==> config.mk <==
export PLATFORM = sky130hd
export DESIGN_NAME = bcd_code_converter_flat
export DESIGN_NICKNAME = d
export VERILOG_FILES = /design/src/rtl/bcd_code_converter_if.sv /design/src/rtl/bcd_code_converter.sv /design/src/flat_wrapper.sv
export SDC_FILE = /design/constraint.sdc
export NUM_CORES = 1
export LEC_CHECK = 0
export ABC_CLOCK_PERIOD_IN_PS = 1800
export CORE_AREA = 8 8 45 47
export CTS_CLUSTER_SIZE = 20
export DETAILED_ROUTE_END_ITERATION = 6
export DIE_AREA = 0 0 53 55
export MAX_ROUTING_LAYER = met4
export PLACE_DENSITY = 0.74
export SLEW_MARGIN = 20
export SYNTH_ARGS = -nofsm -noshare
export SYNTH_HDL_FRONTEND = slang
export SYNTH_SLANG_ARGS = --single-unit
==> constraint.sdc <==
create_clock -name clk -period 1.8 [get_ports clk]
set_clock_uncertainty 0.2 [all_clocks]
set_input_delay 0.54 -clock clk [delete_from_list [all_inputs] [get_ports clk]]
set_output_delay 0.54 -clock clk [all_outputs]
set_load 0.01 [all_outputs]
==> src/rtl/bcd_code_converter_if.sv <==
// Signal bundle for the BCD code converter: one BCD digit plus mode in,
// converted 4-bit code and non-BCD flag out.
interface bcd_code_converter_if;
  logic       d;
  logic       c;
  logic       b;
  logic       a;
  logic [1:0] mode;
  logic       out4;
  logic       out3;
  logic       out2;
  logic       out1;
  logic       err;

  modport master (
    output d, c, b, a, mode,
    input  out4, out3, out2, out1, err
  );

  modport slave (
    input  d, c, b, a, mode,
    output out4, out3, out2, out1, err
  );
endinterface

==> src/rtl/bcd_code_converter.sv <==
// Registered BCD digit converter: Excess-3, 2421, Gray or 5421 selected by mode,
// with a flag for non-BCD inputs. One clock of latency.
module bcd_code_converter #(
  parameter logic [3:0] INVALID_CODE = 4'b0000
) (
  input  logic                  clk,
  input  logic                  rst,
  bcd_code_converter_if.slave   bus
);

  logic [3:0] n;
  logic [3:0] code_d;
  logic [3:0] code_q;
  logic       err_d;
  logic       err_q;

  assign n = {bus.d, bus.c, bus.b, bus.a};

  always_comb begin
    code_d = INVALID_CODE;
    err_d  = 1'b1;
    if (n <= 4'd9) begin
      err_d = 1'b0;
      unique case (bus.mode)
        2'b00: code_d = n + 4'd3;
        // 2421 and 5421 keep 0..4 unchanged; upper half is offset by 6 or 3
        2'b01: code_d = (n < 4'd5) ? n : n + 4'd6;
        2'b10: code_d = n ^ (n >> 1);
        2'b11: code_d = (n < 4'd5) ? n : n + 4'd3;
        default: code_d = INVALID_CODE;
      endcase
    end
  end

  always_ff @(posedge clk) begin
    if (rst) begin
      code_q <= 4'b0000;
      err_q  <= 1'b0;
    end else begin
      code_q <= code_d;
      err_q  <= err_d;
    end
  end

  assign bus.out4 = code_q[3];
  assign bus.out3 = code_q[2];
  assign bus.out2 = code_q[1];
  assign bus.out1 = code_q[0];
  assign bus.err  = err_q;

endmodule

==> src/flat_wrapper.sv <==
// flat-port wrapper written by rule: the top's interface ports become plain ports
module bcd_code_converter_flat 
#(
  parameter logic [3:0] INVALID_CODE = 4'b0000
)
  (clk, rst, bus_d, bus_c, bus_b, bus_a, bus_mode, bus_out4, bus_out3, bus_out2, bus_out1, bus_err);
  bcd_code_converter_if bus_i ();
  input  logic clk;
  input  logic rst;
  input wire logic [$bits(bus_i.d)-1:0] bus_d;
  input wire logic [$bits(bus_i.c)-1:0] bus_c;
  input wire logic [$bits(bus_i.b)-1:0] bus_b;
  input wire logic [$bits(bus_i.a)-1:0] bus_a;
  input wire logic [$bits(bus_i.mode)-1:0] bus_mode;
  output wire logic [$bits(bus_i.out4)-1:0] bus_out4;
  output wire logic [$bits(bus_i.out3)-1:0] bus_out3;
  output wire logic [$bits(bus_i.out2)-1:0] bus_out2;
  output wire logic [$bits(bus_i.out1)-1:0] bus_out1;
  output wire logic [$bits(bus_i.err)-1:0] bus_err;
  assign bus_i.d = bus_d;
  assign bus_i.c = bus_c;
  assign bus_i.b = bus_b;
  assign bus_i.a = bus_a;
  assign bus_i.mode = bus_mode;
  assign bus_out4 = bus_i.out4;
  assign bus_out3 = bus_i.out3;
  assign bus_out2 = bus_i.out2;
  assign bus_out1 = bus_i.out1;
  assign bus_err = bus_i.err;
  bcd_code_converter #(.INVALID_CODE(INVALID_CODE)) u_core (.clk(clk), .rst(rst), .bus(bus_i));
endmodule
; After elaboration in Yosys (flattened, before gate mapping)
; Index checks and enable logic that the tools add are counted.
[classes]
n_addsub = 2
n_lt_le_gt_ge = 2
eq_ne = 3
mux = 4
bitwise = 2
n_reduce_logical = 2
[ops]
columns = operator, n
row1 = $pmux W4 S4, 1
row2 = $mux W4, 2
row3 = $add A4 B2 Y4 const B, 1
row4 = $add A4 B3 Y4 const B, 1
row5 = $eq A2 B2 Y1 const B, 2
row6 = $le A4 B4 Y1 const B, 1
row7 = $lt A4 B3 Y1 const B, 1
row8 = $xor A4 B3 Y4, 1
row9 = $eq A2 B1 Y1 const B, 1
row10 = $logic_not A2 Y1, 1
row11 = $reduce_or A2 Y1, 1
row12 = $mux W1, 1
row13 = $not A1 Y1, 1
[word_totals]
ff_bits = 5
in_bits = 8
out_inout_bits = 5
wordCells = 17

; Depth between registers and ports, before layout
; Gate-level depths: netlist of run 1.
[logic_depth]
word_depth = 3
mapped_depth = 7
depth_no_buf = 6

; Worst setup path before layout of run 1
; OpenSTA, ideal clock, no wires.
[synth_path]
kind = input port to flip-flop
start = input bus_d
end = register u_core.code_q[2]
setup_ps = 79
t_arrival_ps = 1693
required_ps = 1521
slack_ps = -173
stages = 7
path_buffers = 1
cell_sequence = buf_4 > inv_1 > ha_1 > nor2b_2 > nor2_2 > mux2_4 > a211oi_2
[synth_via]
elab_chain_len = 3
word_cells_on_any_way = 8
cone_classes = order compare: 2 / mux: 3 / bitwise: 2 / reduce/logical: 1
[synth_lines]
columns = item, line_no
row1 = "start, declared", flat_wrapper.sv:10  ; input wire logic [$bits(bus_i.d)-1:0] bus_d;
row2 = $lt A4 B3 Y1 or $le A4 B4 Y1 (tied branches), "bcd_code_converter.sv:27, bcd_code_converter.sv:29, bcd_code_converter.sv:22"
row3 = "$mux W4, or another cell as far along", bcd_code_converter.sv:29  ; 2'b11: code_d = (n < 4'd5) ? n : n + 4'd3;
row4 = $pmux W4 S4 or $reduce_or A2 Y1 (tied branches), --
row5 = "end signal, assigned", bcd_code_converter.sv:40  ; code_q <= code_d;
row6 = "end, declared", bcd_code_converter.sv:13  ; logic [3:0] code_q;
; Several ways; a longest one is shown, not always the timed one.
; A chain may end at the register's enable or synchronous reset.

; Worst setup path in the final report of run 1
; Ends and elaborated chain as after synthesis.

==> results.yml, run 1 <==
sta:
  post-route-period-util: 0.977
  fin_crit_ps: 1760
  hold_viol: 0
  rsz0062_at_grt: "no"
  setup_slack_ps: 41.5
  slew_viol_final: 0
  finalSetupViolCount: 0
  whs_ps: 564
  tightest_slew_ps: 320
  slew_headroom: 0.786
  max_freq_mhz: 569
routing:
  drt_pass1_iterations: 6
  wire_per_inst_um: 11.6
  drc: 0
  drtAntennaViolNets: 0
  wl_um: 1160
  vias: 481
  vias_per_cell: 4.81
  dr.first_iter.drc_count: 6
placement:
  dp_hpwl_um: 937
  place_inst: 96
  io_buffers: 12
  post-place-ws_ps: -591
  place_congestion: 0.801
floorplanning:
  dieHeight_um: 55
  die-area_um2: 2920
  start_util: 0.356
  ios: 13
  rows: 14
  die_w_um: 53
  core_um2: 1380
power_and_ir_drop:
  internal_power_mw: 0.288
  leakagePower_nw: 0.367
  irDropWorstVdd_mv: 0.154
  p_clk_frac: 0.325
  switching_share: 0.300
  comb_power_share: 0.380
  p_sw_mw: 0.123
  pwr_density_cell_nw_per_um2: 520
  pwr-share-seq: 0.295
logic_synthesis:
  ys_types: 27
  netlist_instances: 58
  postSynthRegisterBits: 5
  yosysWarnings: 0
  syn_nets: 74
  ys_seq_area_frac: 0.203
  netlist.area_leader.share: 0.203
  avgSynthCellArea_um2: 8.50
  synthTopCellsByArea: "dfxtp_1 (20%), ha_1 (20%), xnor2_1 (5.3%)"
  yosysTopAreaCell: "dfxtp_1"
  netlist_area_um2: 493
status:
  status: "finished clean"
grt:
  grt_first_pass_wirelength_um: 2130
  antenna_found_initial: 0
  grt_use_total: 0.100
  gr-total-overflow: 0
  grt_pass1_vias: 502
  grt_start_max_net_pins: 9
worst_setup_path:
  critical_path_arrival_ps: 1730
  crit_fanout: 4
  crit_path_start_kind: "input port"
  worstPathRequired_ps: 1770
  timing_worst_setup_path_type: "in -> reg"
  crit_path_start: "bus_d"
  crit_path_end_kind: "flop"
  endpoint: "u_core.code_q[2]"
final_layout:
  final_nets: 101
  diodes: 0
  regArea_um2: 100
  final_cell_count_no_fill: 100
  drive_above_1_share: 0.381
  multi_input_area_um2: 420
  fillers: 126
  area_growth_pct: 60.4
flow_run:
  cap_violations: 0
clock_tree:
  clk_path_buf_depth: 2
  post_cts_buffers: 0
  cts_buffers: 3
  cts_tree: "yes"
  htree_levels: 1
  cts_sinks: 5
  clkTransAtPathRegs_ps: 50
  cts-root-buf: "clkbuf_4"
  cts_hold_buf: 0
hold_path:
  min-delay-path-class: "in -> reg"
## logic make-up (layout without fill, tap and decap cells)
kind of cell,Yosys count,count (layout),share of synthesized area
buffers and inverters,7,33,0.0660
flip-flops,5,5,0.203
adder cells (fa/ha/maj),8,8,0.203
XOR/XNOR,4,4,0.0711
AO/OA/AOI/OAI,15,15,0.206
multiplexers,3,3,0.0711
AND/OR/NAND/NOR,16,16,0.180
## sequential cells by signal, summed over array words and instances (netlist names)
name / flops
u_core.code_q: 4
u_core.bus.err: 1
## worst min path at each step
stage / cells past startpoint / to / start / slack [ps]
after floorplan: 1 / u_core.bus.err / rst / 410
after global placement: 2 / u_core.bus.err / rst / 890
after detailed placement: 2 / u_core.bus.err / rst / 890
after CTS: 2 / u_core.bus.err / rst / 630
after global routing: 4 / u_core.code_q[2] / bus_c / 590
final: 4 / u_core.code_q[2] / bus_c / 560
## power groups by stage
stage | logic (mW) | clock network (mW) | registers (mW)
after floorplan | 0.0798 | 0 | 0.129
after global placement | 0.150 | 0 | 0.124
after detailed placement | 0.152 | 0 | 0.124
after CTS | 0.154 | 0.138 | 0.121
after global routing | 0.173 | 0.148 | 0.122
final | 0.156 | 0.133 | 0.121
## Yosys cell counts (all sizes together)
master	number
inv	4
nand2	3
and2	1
mux2	1
o22ai	2
a211oi	4
nor2b	3
ha	8
dfxtp	5
a31oi	1
xnor2	3
o21bai	1
buf	3
o21ba	1
nand2b	2
a21oi	1
mux2i	2
xor2	1
nand3	1
o21ai	5
nor2	4
nor3b	1
nand3b	1
## placed cells by master, fill, tap and decap left out, drive strengths merged
cell / count
buf: 13
ha: 8
dlygate4sd2: 7
dfxtp: 5
o21ai: 5
clkbuf: 5
inv: 4
nor2: 4
a211oi: 4
nand2: 3
xnor2: 3
nor2b: 3
nand2b: 2
mux2i: 2
o22ai: 2
clkdlybuf4s50: 2
nand3: 1
nor3b: 1
and2: 1
nand3b: 1
o21ba: 1
a21oi: 1
a31oi: 1
mux2: 1
xor2: 1
o21bai: 1
clkdlybuf4s15: 1
dlymetal6s2s: 1
## critical path, stage by stage
cell             delay, ps
clkdlybuf4s15_1        270
inv_4                   50
ha_4                   150
nor2b_4                140
nor2_4                 120
mux2_4                 300
a211oi_2               160
## final cells by class
cell class | instances | area share
timing repair buffer | 25 | 0.261
sequential | 5 | 0.127
multi-input combinational | 46 | 0.532
clock buffer | 4 | 0.0332
tap | 16 | 0.0253
inverter | 4 | 0.0222
## through the flow
step | util | instance area, um^2 | total power, mW | TNS, ps
global route | 0.571 | 791 | 0.444 | 0
global placement | 0.535 | 741 | 0.274 | -2530
detailed placement | 0.535 | 741 | 0.276 | -2650
CTS | 0.565 | 782 | 0.414 | 0
floorplan | - | 533 | 0.208 | -6.74
finish | 0.571 | 791 | 0.411 | 0
## timing repair
action / 4_1_cts / 5_1_grt
hold endpoints to repair: 0 / 0
pin swaps: 3 / 0
endpoints found under the setup margin: 10 / 4
gates resized for setup: 19 / 6
## routing by layer
layer | up-vias | global-route usage | wire, um
met4 | 0 | 0.0776 | 32
met2 | 13 | 0.166 | 551
met5 | - | - | 0
met1 | 214 | 0.103 | 489
li1 | 251 | - | -
met3 | 3 | 0.0187 | 82
No activity file was read; power rests on OpenSTA's default activity.
==> run 2, diff against run 1 <==
--- a/config.mk
+++ b/config.mk
@@ -7,6 +7,7 @@
 export LEC_CHECK = 0
 export ABC_CLOCK_PERIOD_IN_PS = 1800
+export CAP_MARGIN = 20
 export CORE_AREA = 8 8 45 47
-export CTS_CLUSTER_SIZE = 20
+export CTS_CLUSTER_SIZE = 10
 export DETAILED_ROUTE_END_ITERATION = 6
 export DIE_AREA = 0 0 53 55
==> constraint.sdc (replaced) <==
create_clock -name clk -period 1.8 [get_ports clk]
set_clock_uncertainty 0.2 [all_clocks]
set_input_delay 0.54 -clock clk [delete_from_list [all_inputs] [get_ports clk]]
set_output_delay 0.54 -clock clk [all_outputs]
set_load 0.05 [all_outputs]
==> results.yml, run 2 (synthesized netlist as in run 1, its figures left out) <==
sta:
  max_freq_mhz: 569
  whs_ps: 584
  tightest_slew_ps: 363
  fin_crit_ps: 1760
  slew_viol_final: 0
  rsz0062_at_grt: "no"
  finalSetupViolCount: 0
  hold_viol: 0
  slew_headroom: 0.758
  post-route-period-util: 0.977
worst_setup_path:
  crit_fanout: 4
  crit_path_end_kind: "flop"
  critical_path_arrival_ps: 1670
  timing_worst_setup_path_type: "in -> reg"
  crit_path_start_kind: "input port"
  worstPathRequired_ps: 1720
final_layout:
  final_common_cell: "buf_4"
  final_nets: 101
  utilization: 0.613
  largest_register_ffs: 4
  drive_above_1_share: 0.476
  area_growth_pct: 72.1
  diodes: 0
  regMostFlops: "u_core.code_q"
  mostFrequentLayoutCells: "buf_4 (13), ha_1 (5), buf_12 (5), dfxtp_1 (5)"
routing:
  vias: 489
  dr.first_iter.drc_count: 8
  vias_per_cell: 4.89
  wl_um: 1270
  drtAntennaViolNets: 0
  drc: 0
  drt_pass1_iterations: 4
  wire_per_inst_um: 12.7
clock_tree:
  htree_levels: 1
  clk_path_buf_depth: 2
  cts_buffers: 3
  post_cts_buffers: 0
  cts_tree: "yes"
  cts_hold_buf: 0
  cts-root-buf: "clkbuf_4"
  clkTransAtPathRegs_ps: 40
  cts_sinks: 5
power_and_ir_drop:
  leakagePower_nw: 0.364
  irDropWorstVdd_mv: 0.196
  pwr_density_cell_nw_per_um2: 547
placement:
  dp_hpwl_um: 985
  place_congestion: 0.878
  io_buffers: 12
floorplanning:
  rows: 14
  core_um2: 1380
  die-area_um2: 2920
  dieHeight_um: 55
  die_w_um: 53
  ios: 13
  start_util: 0.356
status:
  status: "finished clean"
grt:
  grt_first_pass_wirelength_um: 2150
  grt_pass1_vias: 538
  grt_use_total: 0.100
  antenna_found_initial: 0
  gr-total-overflow: 0
  grt_start_max_net_pins: 10
hold_path:
  min-delay-path-class: "in -> reg"
flow_run:
  cap_violations: 0
==> run 2: power breakdown <==
group	total (mW)	switching, mW	leakage (nW)	internal, mW
clock	0.126	0.0425	0.0150	0.0836
combinational	0.211	0.102	0.307	0.109
sequential	0.127	0.00695	0.0413	0.120
total	0.464	0.151	0.364	0.312
==> run 2: worst max-delay path, cell delays in order <==
cell and delay, ps:
dlygate4sd2_1 250, inv_2 80, ha_4 170, nor2b_4 60, nor2_4 120, buf_4 140
mux2i_2 230, a211oi_2 90
==> run 2: per-layer routing <==
metal | global-route usage | vias up | part of all wire
li1 | - | 258 | -
met1 | 0.0957 | 223 | 0.42
met2 | 0.188 | 8 | 0.54
met3 | 0.0187 | 0 | 0.049
met4 | 0.0517 | 0 | 0
met5 | - | - | 0
==> run 2: layout make-up <==
class,count,area [um^2]
Clock buffer,4,26.3
Fill cell,112,536
Inverter,4,17.5
Multi-Input combinational cell,46,429
Sequential cell,5,100
Tap cell,16,20.0
Timing Repair Buffer,25,255
==> run 2: worst paths after layout <==
path / startpoint / cells past startpoint / endpoint / slack (ps)
worst max-delay path: bus_a / 8 / u_core.code_q[1] / 40
worst min-delay path: bus_c / 4 / u_core.code_q[2] / 580
==> run 2: repair_timing <==
| item | CTS | global route |
|---|---|---|
| setup endpoints to repair | 5 | 4 |
| pin swaps | 1 | 4 |
| resized for setup | 17 | 9 |
==> run 2: metrics by stage <==
stage	cell area, um^2	instances	TNS (ps)	setup WS, ps	total power, mW
detailed placement	791	96	-2820	-604	0.326
global placement	791	96	-2740	-605	0.322
floorplan	533	58	-6.74	-6.74	0.234
CTS	842	100	0	58.1	0.462
finish	848	100	0	41.6	0.464
global route	848	100	0	16.6	0.498
==> run 3, diff against run 2 <==
Settings changed: PLACE_DENSITY 0.74 to 0.66.
==> results.yml, run 3 (synthesized netlist as in run 1, its figures left out) <==
sta:
  slew_viol_final: 0
  setup_slack_ps: 70.5
  finalSetupViolCount: 0
  max_freq_mhz: 578
  tightest_slew_ps: 294
  rsz0062_at_grt: "no"
  fin_crit_ps: 1730
  post-route-period-util: 0.961
  slew_headroom: 0.804
  hold_viol: 0
placement:
  io_buffers: 12
  placed_cell_area_um2: 798
  dp_hpwl_um: 956
  place_congestion: 0.855
  post-place-ws_ps: -627
worst_setup_path:
  crit_slowest_cell: "dlygate4sd2_1"
  slowest_delay_ps: 220
  path_cells: "dlygate4sd2_1 -> inv_2 -> buf_4 -> ha_1 -> a21oi_2 -> xnor2_1 -> o21ai_1 -> a31oi_1"
  critical_path_arrival_ps: 1700
  crit_fanout: 3
  crit_path_start_kind: "input port"
  timing_worst_setup_path_type: "in -> reg"
  worstPathRequired_ps: 1770
  crit_path_end_kind: "flop"
grt:
  antenna_found_initial: 0
  grt_pass1_vias: 499
  gr-total-overflow: 0
  grt_start_max_net_pins: 10
  grt_use_total: 0.0946
  grt_first_pass_wirelength_um: 1990
hold_path:
  min_path_cells: 4
  min-delay-path-class: "in -> reg"
clock_tree:
  cts_buffers: 3
  clkTransAtPathRegs_ps: 40
  cts_hold_buf: 0
  cts_tree: "yes"
  cts_sinks: 5
  cts-root-buf: "clkbuf_4"
  clk_path_buf_depth: 2
  htree_levels: 1
power_and_ir_drop:
  pwr_density_cell_nw_per_um2: 543
  p_clk_frac: 0.282
  p_sw_mw: 0.151
  pwr-share-seq: 0.273
  internal_power_mw: 0.314
  switching_share: 0.325
  irDropWorstVdd_mv: 0.211
  leakagePower_nw: 0.383
  comb_power_share: 0.446
final_layout:
  final_common_cell: "buf_4"
  drive_above_1_share: 0.465
  utilization: 0.619
  final_nets: 103
  diodes: 0
  largest_register_ffs: 4
  regMostFlops: "u_core.code_q"
  mostFrequentLayoutCells: "buf_4 (15), ha_1 (5), buf_12 (5), dfxtp_1 (5)"
  final_area_um2: 857
  area_growth_pct: 73.9
floorplanning:
  dieHeight_um: 55
  core_um2: 1380
  die_w_um: 53
  die-area_um2: 2920
  rows: 14
  start_util: 0.356
  ios: 13
routing:
  vias: 475
  drc: 0
  dr.first_iter.drc_count: 0
  drtAntennaViolNets: 0
  wire_per_inst_um: 11.1
  vias_per_cell: 4.66
  drt_pass1_iterations: 1
  wl_um: 1130
flow_run:
  cap_violations: 0
status:
  status: "finished clean"
-- run 3: cell types whose count changed in the layout (fill, tap and decap cells not counted), sizes merged --
cell           previous run  this run
clkdlybuf4s15             1         0
clkbuf                    4         6
dlymetal6s2s              0         1
-- run 3: stage by stage --
step / cells / power, mW / setup TNS (ps) / hold WS [ps]
2_1_floorplan: 58 / 0.234 / -6.74 / 412
3_3_place_gp: 97 / 0.324 / -2910 / 788
3_5_place_dp: 97 / 0.327 / -2880 / 789
4_1_cts: 102 / 0.471 / 0 / 642
5_1_grt: 102 / 0.493 / 0 / 575
6_report: 102 / 0.465 / 0 / 569
-- run 3: final cells by class --
| type | instances | area, um^2 |
|---|---|---|
| clock buffers | 4 | 26.3 |
| multi-input cells | 46 | 420 |
| well taps | 16 | 20.0 |
| flip-flops and latches | 5 | 100 |
| inverters | 4 | 17.5 |
| repair buffers | 27 | 273 |
| fillers | 120 | 527 |
-- run 3: final timing paths --
path	startpoint	endpoint	slack, ps
worst min-delay path	bus_c	u_core.code_q[2]	570
worst max-delay path	bus_b	u_core.code_q[3]	70
-- run 3: layer usage --
layer  vias up  global-route usage  share of wire
met4         0              0.0517          0.020
li1        256                   -              -
met1       204              0.0881           0.41
met2        12               0.180           0.51
met3         3              0.0160          0.060
met5         -                   -              0
-- run 3: critical path: cells and delay by family --
family	cells	cell delay, ps
buf+inv	3	430
xor+xnor	1	140
fa+ha+maj	1	200
compound gates	3	400
-- run 3: what timing repair did --
item                                    in CTS  in global routing
buffers inserted                             1                  0
endpoints found under the setup margin       5                  5
pin swaps                                    3                  4
resized for setup                           14                  5
cloned                                       0                  0
-- run 3: power groups by stage --
stage | clock, mW | sequential [mW] | combinational, mW
6_report | 0.131 | 0.127 | 0.207
5_1_grt | 0.142 | 0.127 | 0.223
4_1_cts | 0.137 | 0.127 | 0.207
3_5_place_dp | 0 | 0.129 | 0.198
3_3_place_gp | 0 | 0.129 | 0.196
2_1_floorplan | 0 | 0.155 | 0.0798
